## config.mk

```make
export PLATFORM = sky130hd
export DESIGN_NAME = seq_detector_param
export DESIGN_NICKNAME = d
export VERILOG_FILES = /design/src/rtl/seq_detector_param.sv
export SDC_FILE = /design/constraint.sdc
export NUM_CORES = 1
export LEC_CHECK = 0
export BUFFER_PORTS_ARGS = -buffer_cell sky130_fd_sc_hd__buf_2
export CAP_MARGIN = 20
export CORE_MARGIN = 4
export CORE_UTILIZATION = 54
export CTS_BUF_LIST = sky130_fd_sc_hd__clkbuf_8 sky130_fd_sc_hd__clkbuf_16
export DETAILED_ROUTE_END_ITERATION = 12
export PLACE_DENSITY = 0.87
export SETUP_SLACK_MARGIN = 0.05
export SLEW_MARGIN = 20
export SYNTH_ARGS = -nofsm -noshare
export SYNTH_HDL_FRONTEND = slang
export SYNTH_SLANG_ARGS = --single-unit
```

## constraint.sdc

```tcl
create_clock -name clk -period 3.3 [get_ports clk]
set_input_delay 0.33 -clock clk [delete_from_list [all_inputs] [get_ports clk]]
set_output_delay 0.33 -clock clk [all_outputs]
set_load 0.1 [all_outputs]
```

## src/rtl/seq_detector_param.sv

```systemverilog
// Serial bit-pattern detector with a runtime-loadable pattern, overlap/non-overlap matching,
// Mealy or Moore output timing and a saturating match counter.
module seq_detector_param #(
    parameter int                 PAT_LEN = 3,
    parameter logic [PAT_LEN-1:0] PATTERN = 3'b001,
    parameter bit                 OVERLAP = 1'b1,
    parameter bit                 MOORE   = 1'b0,
    parameter int                 CNT_W   = 8
) (
    input  logic               clk,
    input  logic               rst,
    input  logic               en,
    input  logic               inp,
    input  logic               pat_ld,
    input  logic [PAT_LEN-1:0] pat_in,
    input  logic               cnt_clr,
    output logic               det,
    output logic [CNT_W-1:0]   cnt
);

    localparam int                FILL_W   = (PAT_LEN > 2) ? $clog2(PAT_LEN) : 1;
    localparam logic [FILL_W-1:0] FILL_MAX = FILL_W'(PAT_LEN - 1);
    localparam logic [CNT_W-1:0]  CNT_MAX  = '1;

    logic [PAT_LEN-1:0] r_pat;
    logic [PAT_LEN-2:0] r_hist;
    logic [FILL_W-1:0]  r_fill;
    logic [CNT_W-1:0]   r_cnt;
    logic               r_det_q;

    logic [PAT_LEN-1:0] w_window;
    logic               w_hit;

    // Window is the stored history plus the bit arriving this cycle (newest at LSB).
    assign w_window = {r_hist, inp};
    assign w_hit    = en & ~pat_ld & ~rst & (r_fill == FILL_MAX) & (w_window == r_pat);

    always_ff @(posedge clk) begin
        if (rst) begin
            r_pat   <= PATTERN;
            r_hist  <= '0;
            r_fill  <= '0;
            r_cnt   <= '0;
            r_det_q <= 1'b0;
        end else begin
            if (pat_ld) begin
                r_pat  <= pat_in;
                r_fill <= '0;
            end else if (en) begin
                r_hist <= w_window[PAT_LEN-2:0];
                // Non-overlapping mode restarts the history so the next match needs fresh bits.
                if (!OVERLAP && w_hit) begin
                    r_fill <= '0;
                end else if (r_fill != FILL_MAX) begin
                    r_fill <= r_fill + 1'b1;
                end
            end

            if (cnt_clr) begin
                r_cnt <= '0;
            end else if (w_hit && (r_cnt != CNT_MAX)) begin
                r_cnt <= r_cnt + 1'b1;
            end

            r_det_q <= w_hit;
        end
    end

    assign det = MOORE ? r_det_q : w_hit;
    assign cnt = r_cnt;

endmodule
```

==> flow_metrics.py, run 1 <==
metrics = {
    "floorplan": {
        "die_width_um": 45.32,
        "ios": 18,
        "dieHeight_um": 45.32,
        "core.rowCount": 13,
        "initial_utilization_pct": 57.79,
        "die_area_um2": 2053,
        "core_area_um2": 1301,
    },
    "routing": {
        "drt_iter0_drc": 18,
        "vias_per_cell": 5.781,
        "post_drt_wl_per_cell_um": 13.06,
        "dr.pass1.iters": 4,
        "postRouteAntennaNets": 0,
        "drcViolationCount": 0,
        "num_vias": 659,
        "wirelength_mm": 1.489,
    },
    "timing": {
        "finalHoldViolCount": 0,
        "fin_ws_ns": 0.7056,
        "timing.fmax_ghz": 0.3854,
        "finalSetupViolations": 0,
        "fin_setup_tns_ns": 0,
        "max_slew.worst_pin.slew_ns": 0.4881,
        "fin_worst_skew_ns": 0.0007034,
        "rsz0062_at_grt": "no",
        "finalMaxSlewViolations": 0,
        "period_minus_slack_ns": 2.594,
        "hold_slack_ns": 0.2857,
        "period_share_pct": 78.62,
        "max-slew-margin-rel_pct": 67.69,
    },
    "placement": {
        "post-place-ws_ns": 0.9380,
        "gp_congestion": 0.7725,
        "dp_hpwl_mm": 1.121,
        "io_buffers": 17,
        "place_inst": 110,
        "dpl_cell_area_um2": 817.0,
    },
    "critical_path": {
        "path_buf_inv": 3,
        "slowest_delay_ns": 0.75,
        "crit_family": "simple AND/OR/NAND/NOR gates",
        "arrival_ns": 2.26,
        "required_ns": 2.97,
        "cp_slowest_cell": "or4_1",
        "start_kind": "flip-flop",
        "cp_cell_sequence": "inv_1, ha_1, nand4bb_1, or4_1, inv_1, buf_2",
        "path_common_cell": "inv_1",
        "critical_path_class": "flip-flop to output port",
        "crit_fanout": 15,
        "end_kind": "output port",
    },
    "power_and_ir_drop": {
        "powerDensity_nw_per_um2": 420.9,
        "p_sw_mw": 0.08225,
        "combPwrFrac_pct": 6.7,
        "power_mw": 0.3644,
        "max-vdd-ir-drop_v": 0.0003738,
        "power_frac_seq_pct": 51.7,
        "p_leak_nw": 0.3542,
        "power_frac_clock_pct": 41.6,
        "intPower_mw": 0.2821,
        "sw_frac_of_total_pct": 22.57,
    },
    "clocking": {
        "cts_tree": "done",
        "path_clk_slew_ns": 0.06,
        "numCtsBuffers": 3,
        "clkSinkCount": 15,
        "cts-root-buf": "clkbuf_8",
        "clk_latency_ns": 0.25,
        "htree_levels": 1,
        "cts_hold_buf": 0,
        "clock_path_buffers": 2,
        "cts_setup_buffers": 0,
        "cts_resized": 0,
    },
    "min_path": {
        "min_path_type": "input port to flip-flop",
    },
    "global_route": {
        "grt.total_usage_pct": 16.87,
        "grt-ovfl-total": 0,
        "grt_pass1_wl_mm": 2.449,
        "antenna_found_initial": 0,
        "grt_pass1_vias": 601,
        "grt_max_degree": 16,
    },
    "finish": {
        "fillers": 117,
        "mostFrequentLayoutCells": "17 x buf_2, 15 x dfxtp_1, 7 x a21oi_1",
        "multiInputGateArea_um2": 397.9,
        "drive_above_1_share_pct": 22.22,
        "n_antenna_cell": 0,
        "instances_no_fill": 114,
        "seq_area_um2": 300.3,
        "areaGrowthSynthToFinish_pct": 15.14,
        "layout_commonest_cell": "buf_2",
        "final_util_pct": 66.54,
        "design_area_um2": 865.8,
        "nets": 111,
    },
    "logic_synthesis": {
        "syn_area_um2": 752.0,
        "yosysWarnings": 0,
        "yosys.cell_types.count": 36,
        "yosysSeqAreaShare_pct": 39.93,
        "synth_cells": 84,
        "syn_nets": 95,
        "syn_area_per_cell_um2": 8.952,
        "ys_ff_latch": 15,
    },
    "run": {
        "max-cap-violations": 0,
    },
    "run_status": {
        "status": "complete, no violations",
    },
}
## power by group through the flow
stage          sequential (mW)  combinational [mW]  clock (mW)
2_1_floorplan            0.192              0.0184           0
3_3_place_gp             0.192              0.0229           0
3_5_place_dp             0.192              0.0242           0
4_1_cts                  0.188              0.0243       0.156
5_1_grt                  0.189              0.0271       0.165
6_report                 0.188              0.0243       0.152
## state kept, by name (all words and copies together) (netlist names)
| signal | flops |
|---|---|
| r_hist | 2 |
| r_fill | 2 |
| cnt | 8 |
| r_pat | 3 |
## final cells by class
cell class | instances | share of cell area, %
Inverter | 4 | 1.734
Timing Repair Buffer | 17 | 9.827
Sequential cell | 15 | 34.68
Tap cell | 15 | 2.168
Clock buffer | 3 | 4.769
Clock inverter | 1 | 0.8671
Multi-Input combinational cell | 59 | 45.95
## layer usage
metal / global-route usage (%) / share of wire (%) / up-vias
li1: - / - / 331
met1: 18.29 / 40 / 302
met2: 27.97 / 51 / 19
met3: 7.570 / 7.1 / 7
met4: 7.602 / 2.1 / 0
met5: 0 / 0 / -
## cell usage after synthesis
| cell type | count | area [um2] |
|---|---|---|
| dfxtp_1 | 15 | 300.3 |
| buf_1 | 2 | 7.510 |
| nand3b_1 | 1 | 7.510 |
| xnor2_1 | 1 | 8.760 |
| and4_1 | 1 | 8.760 |
| or2_2 | 1 | 6.260 |
| clkbuf_2 | 1 | 5.000 |
| nand3_1 | 3 | 15.01 |
| mux2i_1 | 3 | 30.03 |
| or4_1 | 3 | 22.52 |
| nand4b_1 | 1 | 8.760 |
| nand4_1 | 1 | 6.260 |
| ha_1 | 2 | 25.02 |
| o31ai_1 | 3 | 22.52 |
| a211o_1 | 1 | 8.760 |
| nand2b_1 | 2 | 12.51 |
| nor4b_1 | 1 | 8.760 |
| buf_6 | 2 | 22.52 |
| inv_1 | 4 | 15.01 |
| nor2b_1 | 2 | 12.51 |
| o21ai_0 | 3 | 15.01 |
| a21oi_1 | 7 | 35.03 |
| nor2_1 | 5 | 18.77 |
| o21bai_1 | 1 | 7.510 |
| nand4bb_1 | 1 | 11.26 |
| nand2_1 | 3 | 11.26 |
| or3_1 | 2 | 12.51 |
| xor2_1 | 3 | 26.28 |
| nor3_1 | 1 | 5.000 |
| a2111oi_0 | 1 | 8.760 |
| clkbuf_1 | 1 | 3.750 |
| and2_1 | 1 | 6.260 |
| and3_1 | 1 | 6.260 |
| nor3b_1 | 2 | 15.01 |
| o41ai_1 | 1 | 8.760 |
| nor4_1 | 1 | 6.260 |
## logic make-up (layout without fill, tap and decap cells)
group	count (synthesis)	count (layout)	synth area share, %
buffers and inverters	10	25	7.153
adders and majority gates	2	2	3.327
xor gates and xnor gates	4	4	4.660
DFF	15	15	39.93
muxes	3	3	3.994
AOI/OAI and AO/OA	17	17	14.14
and+or+nand+nor	33	33	26.79
## path summary, 6_finish.rpt
kind	from	endpoint	cells past startpoint	slack (ns)
hold / removal	pat_in[0]	r_pat[0]$_SDFFE_PP1P_	2	0.29
hold reg to reg	r_hist[0]$_SDFFE_PP0P_	r_hist[0]$_SDFFE_PP0P_	2	0.50
setup reg to reg	r_fill[0]$_SDFFE_PP0P_	cnt[3]$_SDFFE_PP0P_	6	1.09
setup / recovery	r_fill[0]$_SDFFE_PP0P_	det	6	0.71
No activity file was read; power rests on OpenSTA's default activity.
==> run 2, diff against run 1 <==
--- a/config.mk
+++ b/config.mk
@@ -5,13 +5,14 @@
 export SDC_FILE = /design/constraint.sdc
 export NUM_CORES = 1
 export LEC_CHECK = 0
+export ABC_AREA = 1
 export BUFFER_PORTS_ARGS = -buffer_cell sky130_fd_sc_hd__buf_2
 export CAP_MARGIN = 20
 export CORE_MARGIN = 4
-export CORE_UTILIZATION = 54
+export CORE_UTILIZATION = 52
 export CTS_BUF_LIST = sky130_fd_sc_hd__clkbuf_8 sky130_fd_sc_hd__clkbuf_16
 export DETAILED_ROUTE_END_ITERATION = 12
-export PLACE_DENSITY = 0.87
+export PLACE_DENSITY = 0.84
 export SETUP_SLACK_MARGIN = 0.05
 export SLEW_MARGIN = 20
 export SYNTH_ARGS = -nofsm -noshare
==> constraint.sdc (replaced) <==
create_clock -name clk -period 2.4 [get_ports clk]
set_input_delay 0.24 -clock clk [delete_from_list [all_inputs] [get_ports clk]]
set_output_delay 0.24 -clock clk [all_outputs]
set_load 0.1 [all_outputs]
==> run 2 against run 1 <==
Clock power increased by 35%. Synthesized cell count increased by 54%. Final cell count increased by 46%. Hold slack got worse by 0.072 ns. Final area increased by 15%. Via count increased by 26%. Setup slack got worse by 0.25 ns. Combinational power increased by 120%. Flip-flop and latch count unchanged. Critical endpoint unchanged. Largest power group unchanged. Highest routed layer unchanged.
==> flow_metrics.py, run 2 <==
metrics = {
    "timing": {
        "finalSetupViolations": 0,
        "hold_slack_ns": 0.2139,
        "fin_setup_tns_ns": 0,
        "period_minus_slack_ns": 1.947,
        "period_share_pct": 81.13,
        "finalMaxSlewViolations": 0,
        "fin_worst_skew_ns": 0.008091,
        "max-slew-margin-rel_pct": 63.28,
        "timing.fmax_ghz": 0.5136,
        "rsz0062_at_grt": "no",
        "finalHoldViolCount": 0,
        "max_slew.worst_pin.slew_ns": 0.5487,
    },
    "logic_synthesis": {
        "synth_largest_area_cell": "dfxtp_1",
        "yosys.area.top_type_share_pct": 35.56,
        "syn_area_um2": 844.6,
        "synth-edff-count": 0,
        "yosysSeqAreaShare_pct": 35.56,
        "syn_area_per_cell_um2": 6.547,
        "yosys.cell_types.count": 17,
        "syn_nets": 140,
        "yosysMostFrequentCell": "nand2_1",
        "synth_cells": 129,
        "yosysWarnings": 0,
        "yosys-top-cells-area": "dfxtp_1 36%, nand2_1 14%, nor2_1 11%, inv_1 8.9%, a21oi_1 4.7%",
        "async_flop_share_pct": 0,
        "ys_ff_latch": 15,
        "ys.flop_type": "dfxtp_1",
        "ys_top_cells_by_count": "31 x nand2_1, 24 x nor2_1, 20 x inv_1",
    },
    "finish": {
        "largest_register_ffs": 8,
        "areaGrowthSynthToFinish_pct": 17.78,
        "multiInputGateArea_um2": 465.4,
        "layout_commonest_cell": "nand2_1",
        "design_area_um2": 994.7,
        "instances_no_fill": 166,
        "nets": 162,
        "mostFrequentLayoutCells": "31 x nand2_1, 24 x nor2_1, 21 x inv_1",
        "seq_area_um2": 300.3,
        "fillers": 143,
        "drive_above_1_share_pct": 20.00,
        "n_antenna_cell": 0,
    },
    "clocking": {
        "cts_hold_buf": 0,
        "numCtsBuffers": 3,
        "cts-root-buf": "clkbuf_8",
        "cts_setup_buffers": 0,
        "cts_resized": 0,
        "htree_levels": 1,
        "cts_tree": "done",
        "clk_latency_ns": 0.25,
        "path_clk_slew_ns": 0.07,
        "clkSinkCount": 15,
        "clock_path_buffers": 2,
    },
    "floorplan": {
        "die_area_um2": 2333,
        "core.rowCount": 14,
        "core_area_um2": 1524,
        "initial_utilization_pct": 55.42,
        "ios": 18,
        "die_width_um": 48.30,
        "dieHeight_um": 48.30,
    },
    "run_status": {
        "status": "complete, no violations",
    },
    "critical_path": {
        "crit_start": "r_fill[0]$_SDFFE_PP0P_",
        "start_kind": "flip-flop",
        "crit_fanout": 4,
        "worstReg2RegEnd": "cnt[1]$_SDFFE_PP0P_",
        "critical_path_class": "flip-flop to output port",
        "r2r_setup_slack_ns": 0.89,
        "worstReg2RegStart": "cnt[0]$_SDFFE_PP0P_",
        "ff2ff_path_depth": 8,
        "end_kind": "output port",
        "crit_path_end": "det",
        "required_ns": 2.16,
        "arrival_ns": 1.71,
    },
    "global_route": {
        "grt.total_usage_pct": 15.98,
        "grt_max_degree": 9,
        "grt_pass1_wl_mm": 2.994,
        "antenna_found_initial": 0,
        "grt_pass1_vias": 764,
        "grt-ovfl-total": 0,
    },
    "placement": {
        "place_inst": 162,
        "io_buffers": 17,
        "dp_hpwl_mm": 1.385,
        "gp_congestion": 0.8247,
        "dpl_cell_area_um2": 949.7,
    },
    "routing": {
        "num_vias": 829,
        "wirelength_mm": 1.785,
        "drt_iter0_drc": 24,
        "postRouteAntennaNets": 0,
        "vias_per_cell": 4.994,
        "dr.pass1.iters": 4,
        "drcViolationCount": 0,
        "post_drt_wl_per_cell_um": 10.75,
    },
    "power_and_ir_drop": {
        "max-vdd-ir-drop_v": 0.0004168,
        "powerDensity_nw_per_um2": 521.6,
        "p_leak_nw": 0.5347,
        "power_mw": 0.5189,
    },
    "min_path": {
        "min_path_type": "input port to flip-flop",
    },
    "run": {
        "max-cap-violations": 0,
    },
}
run 2: final cells by class:
class | instances | area share (%)
well taps | 16 | 2.013
clock buffers | 3 | 4.151
multi-input cells | 93 | 46.79
clock inverters | 1 | 0.3774
inverters | 21 | 7.925
flip-flops and latches | 15 | 30.19
repair buffers | 17 | 8.553
run 2: logic make-up after synthesis:
family          Yosys count  synth area share [%]
simple gates             73                 41.04
buf+inv                  21                 9.333
compound gates           17                 10.07
flops                    15                 35.56
fa+ha+maj                 2                 2.962
xor+xnor                  1                 1.037
run 2: per-stage QoR:
stage	utilization, %	setup WS [ns]
after floorplan	-	0.3046
after CTS	65.27	0.4449
final	65.27	0.4529
after global placement	62.32	0.7600
after detailed placement	62.32	0.7236
after global routing	65.27	0.3406
run 2: worst min-delay path by stage:
stage                            end                  start  cells past startpoint
6_report       r_pat[0]$_SDFFE_PP1P_              pat_in[0]                      3
5_1_grt        r_pat[0]$_SDFFE_PP1P_              pat_in[0]                      3
4_1_cts        r_pat[0]$_SDFFE_PP1P_              pat_in[0]                      3
3_5_place_dp   r_pat[2]$_SDFFE_PP0P_  r_pat[2]$_SDFFE_PP0P_                      2
3_3_place_gp   r_pat[0]$_SDFFE_PP1P_              pat_in[0]                      3
2_1_floorplan  r_pat[0]$_SDFFE_PP1P_                    rst                      2
run 2: worst max-delay path, cell delays in order, from the launching register on:
cell     delay, ns
dfxtp_1       0.32
inv_1         0.06
ha_1          0.16
nand2_1       0.07
a21oi_1       0.11
nand2_1       0.14
nor2_8        0.16
buf_2         0.44
run 2: per-layer routing:
layer | track usage [%] | up-vias | share of wire, %
met2 | 26.96 | 18 | 52
met1 | 17.30 | 365 | 41
met4 | 9.677 | 0 | 2.2
met3 | 4.601 | 4 | 4.4
met5 | 0 | - | 0
li1 | - | 442 | -
run 2: report_power, final:
group	leakage [nW]	internal (mW)	total, mW	switching (mW)
sequential	0.122	0.256	0.261	0.00475
clock	0.0269	0.113	0.205	0.0916
combinational	0.386	0.0184	0.0527	0.0343
